--- src/rtl/divider_controller.sv ---
`timescale 1ns/1ps
// Control FSM for the nBit restoring divider datapath: sequences clear, load and
// nBit shift/test iterations and drives the datapath's 15-bit ctrlWord.
module divider_controller #(
  parameter int nBit = 8
) (
  input  logic                          clk,
  input  logic                          rst_n,
  input  logic                          start,
  input  logic                          b_zero,
  input  logic                          msbSub,
  input  logic                          msbCtr,
  output logic [14:0]                   ctrlWord,
  output logic                          busy,
  output logic                          done,
  output logic                          div_by_zero,
  output logic [2:0]                    dbg_state,
  output logic [$clog2(nBit+1)-1:0]     dbg_iter
);

  localparam int IterW = $clog2(nBit + 1);

  localparam int A_CLR    = 0;
  localparam int A_SL     = 1;
  localparam int A_LOAD   = 2;
  localparam int B_CLR    = 3;
  localparam int B_LOAD   = 4;
  localparam int R_CLR    = 5;
  localparam int R_SL     = 6;
  localparam int R_LOAD   = 7;
  localparam int Q_CLR    = 8;
  localparam int Q_SL     = 9;
  localparam int Q_SHIFTIN = 11;
  localparam int C_CLR    = 12;
  localparam int C_SL     = 13;

  typedef enum logic [2:0] {
    S_IDLE  = 3'd0,
    S_CLEAR = 3'd1,
    S_LOAD  = 3'd2,
    S_SHIFT = 3'd3,
    S_TEST  = 3'd4,
    S_DONE  = 3'd5
  } state_t;

  state_t             state_q, state_d;
  logic               dz_q, dz_d;
  logic [IterW-1:0]   iter_q, iter_d;

  always_ff @(posedge clk or negedge rst_n) begin
    if (!rst_n) begin
      state_q <= S_IDLE;
      dz_q    <= 1'b0;
      iter_q  <= '0;
    end else begin
      state_q <= state_d;
      dz_q    <= dz_d;
      iter_q  <= iter_d;
    end
  end

  // Handshake: start is accepted only in IDLE (no queuing); busy covers CLEAR
  // through the last TEST; done is a one-cycle pulse in which Q/R are valid.
  always_comb begin
    state_d     = state_q;
    dz_d        = dz_q;
    iter_d      = iter_q;
    ctrlWord    = '0;
    busy        = 1'b0;
    done        = 1'b0;
    div_by_zero = 1'b0;

    unique case (state_q)
      S_IDLE: begin
        if (start) begin
          dz_d    = b_zero;
          state_d = S_CLEAR;
        end
      end

      S_CLEAR: begin
        ctrlWord[A_CLR] = 1'b1;
        ctrlWord[B_CLR] = 1'b1;
        ctrlWord[R_CLR] = 1'b1;
        ctrlWord[Q_CLR] = 1'b1;
        ctrlWord[C_CLR] = 1'b1;
        busy            = 1'b1;
        iter_d          = '0;
        // A zero divisor skips the datapath entirely; the clear leaves Q=R=0.
        state_d         = dz_q ? S_DONE : S_LOAD;
      end

      S_LOAD: begin
        ctrlWord[A_LOAD] = 1'b1;
        ctrlWord[B_LOAD] = 1'b1;
        busy             = 1'b1;
        state_d          = S_SHIFT;
      end

      S_SHIFT: begin
        ctrlWord[A_SL] = 1'b1;
        ctrlWord[R_SL] = 1'b1;
        ctrlWord[C_SL] = 1'b1;
        busy           = 1'b1;
        iter_d         = iter_q + {{(IterW-1){1'b0}}, 1'b1};
        state_d        = S_TEST;
      end

      S_TEST: begin
        // R >= B: commit the subtraction and shift a 1 into Q.
        ctrlWord[Q_SL]      = 1'b1;
        ctrlWord[Q_SHIFTIN] = ~msbSub;
        ctrlWord[R_LOAD]    = ~msbSub;
        busy                = 1'b1;
        state_d             = msbCtr ? S_DONE : S_SHIFT;
      end

      S_DONE: begin
        done        = 1'b1;
        div_by_zero = dz_q;
        state_d     = S_IDLE;
      end

      default: begin
        state_d = S_IDLE;
      end
    endcase
  end

  assign dbg_state = state_q;
  assign dbg_iter  = iter_q;

endmodule

--- config.mk ---
export PLATFORM = sky130hd
export DESIGN_NAME = divider_controller
export DESIGN_NICKNAME = d
export VERILOG_FILES = /design/src/rtl/divider_controller.sv
export SDC_FILE = /design/constraint.sdc
export NUM_CORES = 1
export LEC_CHECK = 0
export ABC_CLOCK_PERIOD_IN_PS = 2450
export BUFFER_PORTS_ARGS = -buffer_cell sky130_fd_sc_hd__buf_2
export CORE_AREA = 2 2 39 41
export DETAILED_ROUTE_END_ITERATION = 6
export DIE_AREA = 0 0 41 43
export GPL_ROUTABILITY_DRIVEN = 0
export PLACE_DENSITY = 0.76
export SKIP_LAST_GASP = 1
export SYNTH_ARGS = -nofsm -noshare
export SYNTH_HDL_FRONTEND = slang
export SYNTH_SLANG_ARGS = --single-unit
--- constraint.sdc ---
create_clock -name clk -period 2.45 [get_ports clk]
set_input_delay 0 -clock clk [delete_from_list [all_inputs] [get_ports clk]]
set_output_delay 0 -clock clk [all_outputs]
set_load 0.05 [all_outputs]
==> results.txt, run 1 <==
* Synth top cells by count: 11 x sky130_fd_sc_hd__buf_4, 8 x sky130_fd_sc_hd__dfrtp_1, 8 x sky130_fd_sc_hd__nor2_1
- Entering global routing, the biggest net connects 14 pins.
- Crit path largest cell delay: ~0.50 ns
- After floorplanning, the core was sized to cover 1384 sq um.
- Time the final worst path needs with I/O delays and setup: about 1.5 ns
- In the synthesized netlist, the number of instances is slightly above 60.
- Initial drt markers: 5
* Total of fill cells in the finished design: 128
- GR Overflow Total: 0
- Hold violation total from the final report: 0
- Routed length per instance: approximately 11 microns
- Setup violations remaining at the end of the flow were counted as 0.
- In the finished design, the share of the clock period the worst path needs comes to 0.6252.
- Share of layout cells above drive strength 1: 0.4217
- The number of antenna violations at the first check in global routing came to 0.
- Counting distinct cell types in the post-synthesis netlist gives 24.
- After legalization and detailed placement, the total HPWL measured ~810 microns.
- Maximum capacitance violations: 0
- Seq. cell area: between 200 and 250 sq um
- Slowest stage cell on the critical path: sky130_fd_sc_hd__dfrtp_1
- Together, buffers and inverters on the worst path number 1.
- Dpl cell area: roughly 610 sq um
- Result of the run: finished clean
- Final cell area excluding filler cells: around 660 sq um
- Hold buffer count at cts: 3
* Kind of start point of the critical path: register
- DRC: 0
- Worst hold slack: 0.05263 ns
- Worst EP required: between 2 and 2.5 ns
- The clock arrives with between 0.0006 and 0.0007 ns of skew.
* Area growth syn-to-layout: 19.46%
- Total area of multi-input combinational cells: approximately 240 sq um
- Most common cell in the netlist: sky130_fd_sc_hd__buf_4
* Clock slew seen by the registers of the worst setup and hold paths: roughly 0.05 ns
- The first detailed-routing pass took 4 iterations.
- Wires add up to ~1.1 mm.
- The routed layout has about 450 vias.
* Total number of cells along the worst setup path: 3
- Setup repair after global routing left no endpoint under its margin.
- The count of nets left with antenna violations once routing finished came out at 0.
* Dominant cells by area after synthesis: sky130_fd_sc_hd__dfrtp_1 36%, sky130_fd_sc_hd__buf_4 15%, sky130_fd_sc_hd__mux2_2 6.1%
- Clock tree synthesis found a total of 8 sinks.
* Chip height: between 40 and 50 microns
- Once the clock tree was built, the setup fixing pass inserted 0 buffers.
* Depth of the CTS H-tree: 1
- Post-synthesis async set-or-reset flop share: 1.000
- Series of cell instances along the critical path: nand2b_4 > nor2_1 > buf_2
- The worst hold path belongs to the class input pin to register.
* Wire length of the first global-routing pass: roughly 1.6 mm
- The number of antenna diodes in the final layout is 0.
- Summed over all failing endpoints, the final setup total negative slack is 0 ns.
* Boundary pin count: 31
- In this run, CTS created clock tree buffers numbering 3.
- Number of synthesized register bits: 8
- For this configuration, the core starts out at a cell density of 0.3996.
- Summed instance area of the synthesized netlist: 553.0 sq um
- Yosys printed 0 warnings.
* Average size of a mapped cell: between 8 and 9 sq um
- Ys flop type: sky130_fd_sc_hd__dfrtp_1
* Worst Hold Depth: 3
* Setup crit end kind: output port
- During placement, the flow inserted port buffers numbering 28.
- The critical path in this run is classified as register to output port.
- CTS tree: done
- The die covers 1763 sq um.
- PostCTS Resize Cnt: 0
- Number of global-route vias before repair: 371
- Global-route usage over all layers: 0.1359
- Row count: 14
* Width of the die: 41 microns
* Max Fanout on Critical Path: 11
- Among cell families on the critical path, the largest total delay comes from flip-flops.
- The number of max-slew violations in the final report was 0.
- Ratio of routed vias to standard cells: 4.586
- Maximum buffer depth of the clock tree: 2
- For this run, the register share of the synthesized area comes to 0.3620.
* Number of cells traversed by the worst register-to-register path: 3
* Fraction of post-synthesis cell area in the top cell type by area: 0.3620
- For the worst-skew pair, the clock arrives at the later sink with an insertion delay of about 0.25 ns.
* Critical Path AT: 1.53 ns
* Root buffer cell: sky130_fd_sc_hd__clkbuf_4
* Highest clock frequency the design can meet: 652.9 MHz
- In the final design database the tool counted 92 nets.
* Library cell occupying the most area in the post-synthesis netlist: sky130_fd_sc_hd__dfrtp_1
- Number of synthesized flops with an enable pin: 0
## registers in the layout, indices dropped and copies added (netlist names)
register	flops
dbg_state	3
dz_q	1
dbg_iter	4
## worst reg2reg max path: cells and delay by family, from the launching register on
kind | cells | cell delay (ns)
simple gates | 3 | 0.81
flops | 1 | 0.50
## worst paths after layout
path / start / to / slack, ns
worst min-delay path: start / dbg_state[0]$_DFFE_PN0P_ / 0.05
worst min register to register: dbg_iter[3]$_DFFE_PN0P_ / dbg_iter[3]$_DFFE_PN0P_ / 0.53
worst max register to register: dbg_state[2]$_DFFE_PN0P_ / dbg_iter[3]$_DFFE_PN0P_ / 1.09
worst max-delay path: dbg_state[2]$_DFFE_PN0P_ / ctrlWord[3] / 0.92
max in group asynchronous: rst_n / dbg_iter[1]$_DFFE_PN0P_ / 2.16
min in group asynchronous: rst_n / dbg_state[0]$_DFFE_PN0P_ / 0.12
## metal layers
metal	up-vias	share of wire	wire, microns	track usage
met5	-	0	0	0
li1	235	-	-	-
met4	0	0.020	21	0.1000
met3	2	0.060	63	0.03141
met1	197	0.44	458	0.1694
met2	20	0.48	507	0.1938
## per-stage QoR
step	worst slack, ns	util	instances
2_1_floorplan	0.1352	-	63
3_3_place_gp	1.134	0.4394	93
3_5_place_dp	1.093	0.4394	93
4_1_cts	0.8878	0.4774	99
6_report	0.9183	0.4774	99
5_1_grt	0.7778	0.4774	99
## cell type report
cell class | count | area share
tap | 16 | 0.03030
clock buffer | 3 | 0.03409
inverter | 3 | 0.01705
sequential | 8 | 0.3030
multi-input combinational | 38 | 0.3580
timing repair buffer | 31 | 0.2576
## layout by cell type (no fill, tap or decap), drive strengths merged, types with 2 or more instances in the layout
| cell | Yosys | routed |
|---|---|---|
| buf | 13 | 28 |
| clkbuf | 1 | 3 |
| conb | 1 | 2 |
| dfrtp | 8 | 8 |
| dlygate4sd3 | 0 | 3 |
| inv | 3 | 3 |
| mux2 | 3 | 3 |
| nand2 | 6 | 6 |
| nand3 | 3 | 3 |
| nor2 | 8 | 8 |
| nor3b | 2 | 2 |
| o21ai | 2 | 2 |
## cells by family (layout without fill, tap and decap cells)
kind of cell	Yosys count	count (layout)	share of synthesized area
compound gates	6	6	0.07014
other cells	1	2	0.006781
xor+xnor	1	1	0.01584
flops	8	8	0.3620
simple gates	24	24	0.2262
mux	4	4	0.07918
fa+ha+maj	1	1	0.02262
buf+inv	17	37	0.2172
Power of run 1 is left out: the tool's default activity adds up to more than one toggle a clock period on the data nets, which glitch-free logic cannot reach.
==> run 2: changes to the inputs <==
--- a/config.mk
+++ b/config.mk
@@ -5,13 +5,12 @@
 export SDC_FILE = /design/constraint.sdc
 export NUM_CORES = 1
 export LEC_CHECK = 0
-export ABC_CLOCK_PERIOD_IN_PS = 2450
+export ABC_CLOCK_PERIOD_IN_PS = 1500
 export BUFFER_PORTS_ARGS = -buffer_cell sky130_fd_sc_hd__buf_2
-export CORE_AREA = 2 2 39 41
+export CORE_UTILIZATION = 42
 export DETAILED_ROUTE_END_ITERATION = 6
-export DIE_AREA = 0 0 41 43
 export GPL_ROUTABILITY_DRIVEN = 0
-export PLACE_DENSITY = 0.76
+export PLACE_DENSITY = 0.77
 export SKIP_LAST_GASP = 1
 export SYNTH_ARGS = -nofsm -noshare
 export SYNTH_HDL_FRONTEND = slang
==> constraint.sdc (replaced) <==
create_clock -name clk -period 1.5 [get_ports clk]
set_input_delay 0 -clock clk [delete_from_list [all_inputs] [get_ports clk]]
set_output_delay 0 -clock clk [all_outputs]
set_load 0.05 [all_outputs]
==> run 2 against run 1 <==
Non-clock buffer count increased by 5. Via count increased by 12%. Hold slack improved by 0.036 ns. Die area is 17% lower. Sequential cell count unchanged. Clock skew grew 0.0083 ns. Wire length is 23% higher. Worst setup slack got worse by 0.86 ns. Global-route usage is 4.5 points higher. Clock-buffer cell count rose by 1. Design area rose by 19%.
==> results.txt, run 2 (same netlist as run 1, synthesis figures left out) <==
- Depth of the CTS H-tree: 1 (unchanged)
- The global routing usage summed across all routing layers was 0.1805 (+0.04457).
- The number of max-slew violations in the final report was 0 (unchanged).
- Vias: 507 (+12%)
- The total inserted antenna cells came to 0 (unchanged).
- The number of routed nets with antenna violations was 0 (unchanged).
- The maximum fanout along the worst path is 9 (-2).
- The clock network latency to the later pin of the worst-skew pair is 0.26 ns (about the same).
* Maximum capacitance violations: 0 (unchanged)
* Root buffer cell: sky130_fd_sc_hd__clkbuf_4
* Skew final: 0.008893 ns (+0.008272 ns)
* Share of layout cells above drive strength 1: 0.5955 (+0.1738)
- Maximum buffer depth of the clock tree: 2 (unchanged)
- Count of buffers inserted at the top-level ports: 28 (unchanged)
* DRC: 0 (unchanged)
* Time the final worst path needs with I/O delays and setup: 1.444 ns
* Number of non-filler instances in the completed layout: 103 (+4.0%)
- Chip height: 38.29 microns (-11%)
- Crit path setup slack, layout: 0.05558 ns (-0.8627 ns)
* Most frequent cells in the layout: 23 x sky130_fd_sc_hd__buf_2, 6 x sky130_fd_sc_hd__buf_4, 5 x sky130_fd_sc_hd__nand2_1, 5 x sky130_fd_sc_hd__clkbuf_4, 5 x sky130_fd_sc_hd__dfrtp_1
- The number of vias per cell after detailed routing was 4.922 (+7.3%).
- Flip-flop count of the largest register after layout: 4 (unchanged)
- Share of the cycle needed by the critical path after routing: 0.9629
* Worst EP required: 1.50 ns (-0.95 ns)
- Kind of start point of the critical path: register
* Unrepaired setup endpoints after global routing: false
* Placed instance count: 94 (+1.1%)
- Width of the die: 38.29 microns (-6.6%)
- The number of antenna violations at the first check in global routing was 0 (unchanged).
- The per-cell routed wire length came to 12.57 microns (+18%).
- The register clock-pin slew on the reported worst setup and hold paths was 0.06 ns (about the same).
- Row count: 12 (-2)
- Setup crit end kind: output port
- Setup violations, final: 0 (unchanged)
* Sum of negative setup slack: 0 ns (unchanged)
- Total Die Area: 1466 sq um (-17%)
- The worst hold slack after final layout was 0.08861 ns (+0.03597 ns).
- Clock sinks: 8 (unchanged)
- The global route total overflow came to 0 (unchanged).
* Total clock buffers created by CTS: 3 (unchanged)
* Initial drt markers: 8 (+3)
- Detailed-router iteration count before antenna repair: 4 (unchanged)
- Number of global-route vias before repair: 440 (+19%)
* Result of the run: finished clean
- The number of top-level pins was 31 (unchanged).
* CTS tree: done
* Post-Place Setup Slack: 0.2104 ns (-0.8829 ns)
* Maximum number of pins on one net before global-route repair: 12 (-2)
- The aggregate routed wire length came to 1.295 mm (+23%).
* Leading cell type in the layout, fill and taps excluded: sky130_fd_sc_hd__buf_2
- The half-perimeter wire length after placement is 871.8 microns (+7.2%).
- Critical path start-end classification: register to output port
- The global-route wire length before repair was 1.773 mm (+13%).
- The effective utilization at floorplan is 0.4722 (+0.07258).
* Hold violation total from the final report: 0 (unchanged)
* Highest clock frequency the design can meet: slightly below 700 MHz
* Critical Path AT: 1.44 ns (-0.09 ns)
* Area growth syn-to-layout: 41.63%
- Worst Hold Class: input pin to register
* Core area: 1171 sq um (-15%)
- The number of nets in the finished design is 97 (+5.4%).
## run 2: cell count changes in the layout (fill, tap and decap cells not counted), moves of 2 or more
cell / before / now
sky130_fd_sc_hd__nor2_1: 8 / 2
sky130_fd_sc_hd__dfrtp_2: 0 / 3
sky130_fd_sc_hd__nor2_4: 0 / 4
sky130_fd_sc_hd__nor2_2: 0 / 2
sky130_fd_sc_hd__clkbuf_4: 3 / 5
sky130_fd_sc_hd__buf_2: 28 / 23
sky130_fd_sc_hd__buf_4: 0 / 6
sky130_fd_sc_hd__dfrtp_1: 8 / 5
sky130_fd_sc_hd__buf_6: 0 / 2
## run 2: cell type report
type	count	area, sq um
Timing Repair Buffer	36	227.7
Sequential cell	8	203.9
Multi-Input combinational cell	38	292.8
Inverter	3	15.01
Clock buffer	4	26.28
Tap cell	14	17.52
Fill cell	93	387.9
## run 2: critical path: stages, from the launching register on
cell and delay (ns):
sky130_fd_sc_hd__dfrtp_2 0.38, sky130_fd_sc_hd__buf_4 0.20, sky130_fd_sc_hd__or2b_1 0.28, sky130_fd_sc_hd__nor2_2 0.09, sky130_fd_sc_hd__clkbuf_4 0.23
## run 2: worst paths after layout
check | from | endpoint | slack, ns | cells past startpoint
worst min-delay path | start | dbg_state[0]$_DFFE_PN0P_ | 0.09 | 3
max in group asynchronous | rst_n | dbg_state[0]$_DFFE_PN0P_ | 1.20 | 2
worst min register to register | dbg_iter[3]$_DFFE_PN0P_ | dbg_iter[3]$_DFFE_PN0P_ | 0.56 | 2
min in group asynchronous | rst_n | dbg_iter[0]$_DFFE_PN0P_ | 0.10 | 2
worst max register to register | dbg_state[1]$_DFFE_PN0P_ | dz_q$_DFFE_PN0P_ | 0.15 | 3
worst max-delay path | dbg_state[2]$_DFFE_PN0P_ | done | 0.06 | 4
## run 2: layer usage
layer | track usage | part of all wire | vias up
met5 | 0 | 0 | -
met4 | 0.08929 | 0.011 | 0
met3 | 0.04651 | 0.049 | 2
met2 | 0.3051 | 0.54 | 25
met1 | 0.2082 | 0.40 | 232
li1 | - | - | 248
## run 2: per-stage QoR
step / cell area [sq um] / util
4_1_cts: 750.7 / 0.6410
2_1_floorplan: 641.9 / -
3_5_place_dp: 691.9 / 0.5908
6_report: 783.3 / 0.6688
3_3_place_gp: 691.9 / 0.5908
5_1_grt: 783.3 / 0.6688
## run 2: repair_timing
item | CTS | global route
pin swaps | 0 | 0
setup endpoints to repair | 3 | 5
hold buffers | 3 | 0
buffers inserted | 0 | 2
gates resized for setup | 1 | 8
hold endpoints to repair | 11 | 0
cloned | 0 | 0
Power of run 2 is left out for the same reason.
==> run 3: changes to the inputs <==
--- a/config.mk
+++ b/config.mk
@@ -11,6 +11,8 @@
 export DETAILED_ROUTE_END_ITERATION = 6
 export GPL_ROUTABILITY_DRIVEN = 0
 export PLACE_DENSITY = 0.77
+export REMOVE_ABC_BUFFERS = 1
+export SKIP_CTS_REPAIR_TIMING = 1
 export SKIP_LAST_GASP = 1
 export SYNTH_ARGS = -nofsm -noshare
 export SYNTH_HDL_FRONTEND = slang
==> run 3 against run 2 <==
Sequential cell count unchanged. Global-route usage fell by 0.75 points. Design area fell by 11%. Via count down 3.6%. Non-clock buffer count shrank 3. Worst setup slack improved by 0.019 ns. Maximum frequency grew 1.3%. First-iteration DRC count up 13%. Die area did not move. Hold slack got worse by 0.0068 ns.
==> results.txt, run 3 (same netlist as run 1, synthesis figures left out) <==
- Result of the run: finished clean
- The startpoint identified for the worst hold timing path is start.
* Width of the die: 38.29 microns (unchanged)
- The number of vias per cell after detailed routing was 4.939 (+0.35%).
- Number of slew-limit violations in the final report: 0 (unchanged)
- The final cycle utilization of the critical path came to 0.9501 (-0.01280).
- Hold violation total from the final report: 0 (unchanged)
* Initial drt markers: 9 (+1)
- Relative to the synthesized area, the layout overhead comes to 26.02%.
- The critical path is of the register to output port type.
- For this design, the slowest cell found on the critical path is sky130_fd_sc_hd__dfrtp_2.
* Chip height: 38.29 microns (unchanged)
* Seq. cell area: 202.7 sq um (-0.61%)
* Setup crit end kind: output port
* Wire length of the first global-routing pass: 1.649 mm (-7.0%)
* Setup violations, final: 0 (unchanged)
- The non-filler instance count after layout was 99 (-3.9%).
- Count of buffers inserted at the top-level ports: 28 (unchanged)
* Clock sinks: 8 (unchanged)
- Highest clock frequency the design can meet: 701.6 MHz (+1.3%)
- Capturing point of the worst reg2reg path: dz_q$_DFFE_PN0P_
* Post-detailed-placement half-perimeter wirelength: 810.7 microns (-7.0%)
- The fill cell instance count of the final layout came to 109 (+17%).
* Skew final: 0.004380 ns (-0.004513 ns)
- Global-route usage over all layers: 0.1730 (-0.007464)
* Maximum capacitance violations: 0 (unchanged)
- The number of flip-flops under the largest register name is 4 (unchanged).
- Following the worst setup path forward leads to its endpoint at done.
- The per-cell routed wire length is 10.98 microns (-13%).
* Share of layout cells above drive strength 1: 0.4588 (-0.1367)
* Maximum buffer depth of the clock tree: 2 (unchanged)
* CTS tree: done
* Total area of multi-input combinational cells: 236.5 sq um (-19%)
- Row count: 12 (unchanged)
- Leading cell type in the layout, fill and taps excluded: sky130_fd_sc_hd__buf_2
- The DRC violation count after routing came to 0 (unchanged).
* Total clock buffers created by CTS: 3 (unchanged)
- Start point of the critical path: dbg_state[1]$_DFFE_PN0P_
- Final antenna-violating net count: 0 (unchanged)
* Max Fanout on Critical Path: 9 (unchanged)
- Time the final worst path needs with I/O delays and setup: 1.425 ns (-0.01920 ns)
- Wire length reported by the detailed router: 1.087 mm (-16%)
- The number of H-tree levels came to 1 (unchanged).
* Maximum number of pins on one net before global-route repair: 12 (unchanged)
* Series of cell instances along the critical path: buf_4 > or2b_1 > nor2_1 > clkbuf_4
* GR Overflow Total: 0 (unchanged)
- The number of antenna violations at the first check in global routing was 0 (unchanged).
* Kind of start point of the critical path: register
- Post-layout nets: 94 (-3.1%)
* Number of global-route vias before repair: 400 (-9.1%)
- Setup repair after global routing could not meet its margin everywhere.
* Core area: 1171 sq um (unchanged)
- The effective utilization at floorplan came to 0.4722 (unchanged).
* Crit path largest cell delay: 0.46 ns (+0.08 ns)
- The placed cell count is 93 (-1.1%).
* Register-to-register setup slack: 0.24 ns (+0.09 ns)
- Most frequent cells in the layout: 21 x sky130_fd_sc_hd__buf_2, 9 x sky130_fd_sc_hd__clkbuf_4, 8 x sky130_fd_sc_hd__nor2_1, 6 x sky130_fd_sc_hd__nand2_1, 6 x sky130_fd_sc_hd__dfrtp_1
- The tightest min-delay check is of the input pin to register type.
* Clock latency on the worst-skew pair: 0.25 ns (about the same)
* Clock slew seen by the registers of the worst setup and hold paths: 0.06 ns (about the same)
- The first-pass iteration count of the detailed router was 4 (unchanged).
- The tree is rooted in a sky130_fd_sc_hd__clkbuf_4.
- The worst register-to-register path begins at dbg_state[1]$_DFFE_PN0P_.
- Vias: 489 (-3.6%)
* Critical Path AT: 1.43 ns (about the same)
* Worst EP required: 1.50 ns (about the same)
* Total Die Area: 1466 sq um (unchanged)
* Boundary pin count: 31 (unchanged)
- Ant. Diodes: 0 (unchanged)
- The logic depth of the worst register-to-register path was 2 (-1).
[run 3: changes by cell type in the layout (fill, tap and decap cells not counted), sizes merged]
cell / delta
clkbuf: +3
inv: +1
clkinvlp: -1
buf: -7
[run 3: area by class of cell]
class / count / share of cell area
tap: 14 / 0.02513
clock buffer: 3 / 0.03232
sequential: 8 / 0.2908
multi-input combinational: 38 / 0.3393
timing repair buffer: 33 / 0.2962
inverter: 3 / 0.01616
[run 3: metal layers]
layer	track usage	vias to the layer above	wire length (microns)
li1	-	239	-
met1	0.2036	224	504
met2	0.2458	24	507
met3	0.06977	2	67
met4	0.1339	0	8
met5	0	-	0
[run 3: how the worst min path moves through the flow]
stage,cells after the start,slack (ns),end
detailed placement,1,-0.15,dbg_iter[2]$_DFFE_PN0P_
global placement,1,-0.15,dbg_iter[2]$_DFFE_PN0P_
finish,3,0.08,dbg_state[0]$_DFFE_PN0P_
CTS,1,-0.43,dbg_iter[2]$_DFFE_PN0P_
floorplan,0,-0.30,dbg_iter[0]$_DFFE_PN0P_
global route,3,0.06,dbg_state[0]$_DFFE_PN0P_
[run 3: critical path, delay by kind of cell, from the launching register on]
kind	cells	cell delay, ns
DFF	1	0.46
and+or+nand+nor	2	0.31
buffers and inverters	2	0.40
[run 3: metrics by stage]
stage               setup TNS (ns)  area, sq um    util  hold WS, ns  setup WS [ns]
floorplan                   -23.93        447.9       -      -0.2956         -2.503
CTS                       -0.01896        643.1  0.5491      -0.4306       -0.01896
detailed placement               0        620.6  0.5299      -0.1489         0.1905
finish                           0        696.9  0.5951      0.08183        0.07478
global placement                 0        620.6  0.5299      -0.1501         0.2466
global route               -0.1118        696.9  0.5951      0.05615       -0.02921
Power of run 3 is left out for the same reason.
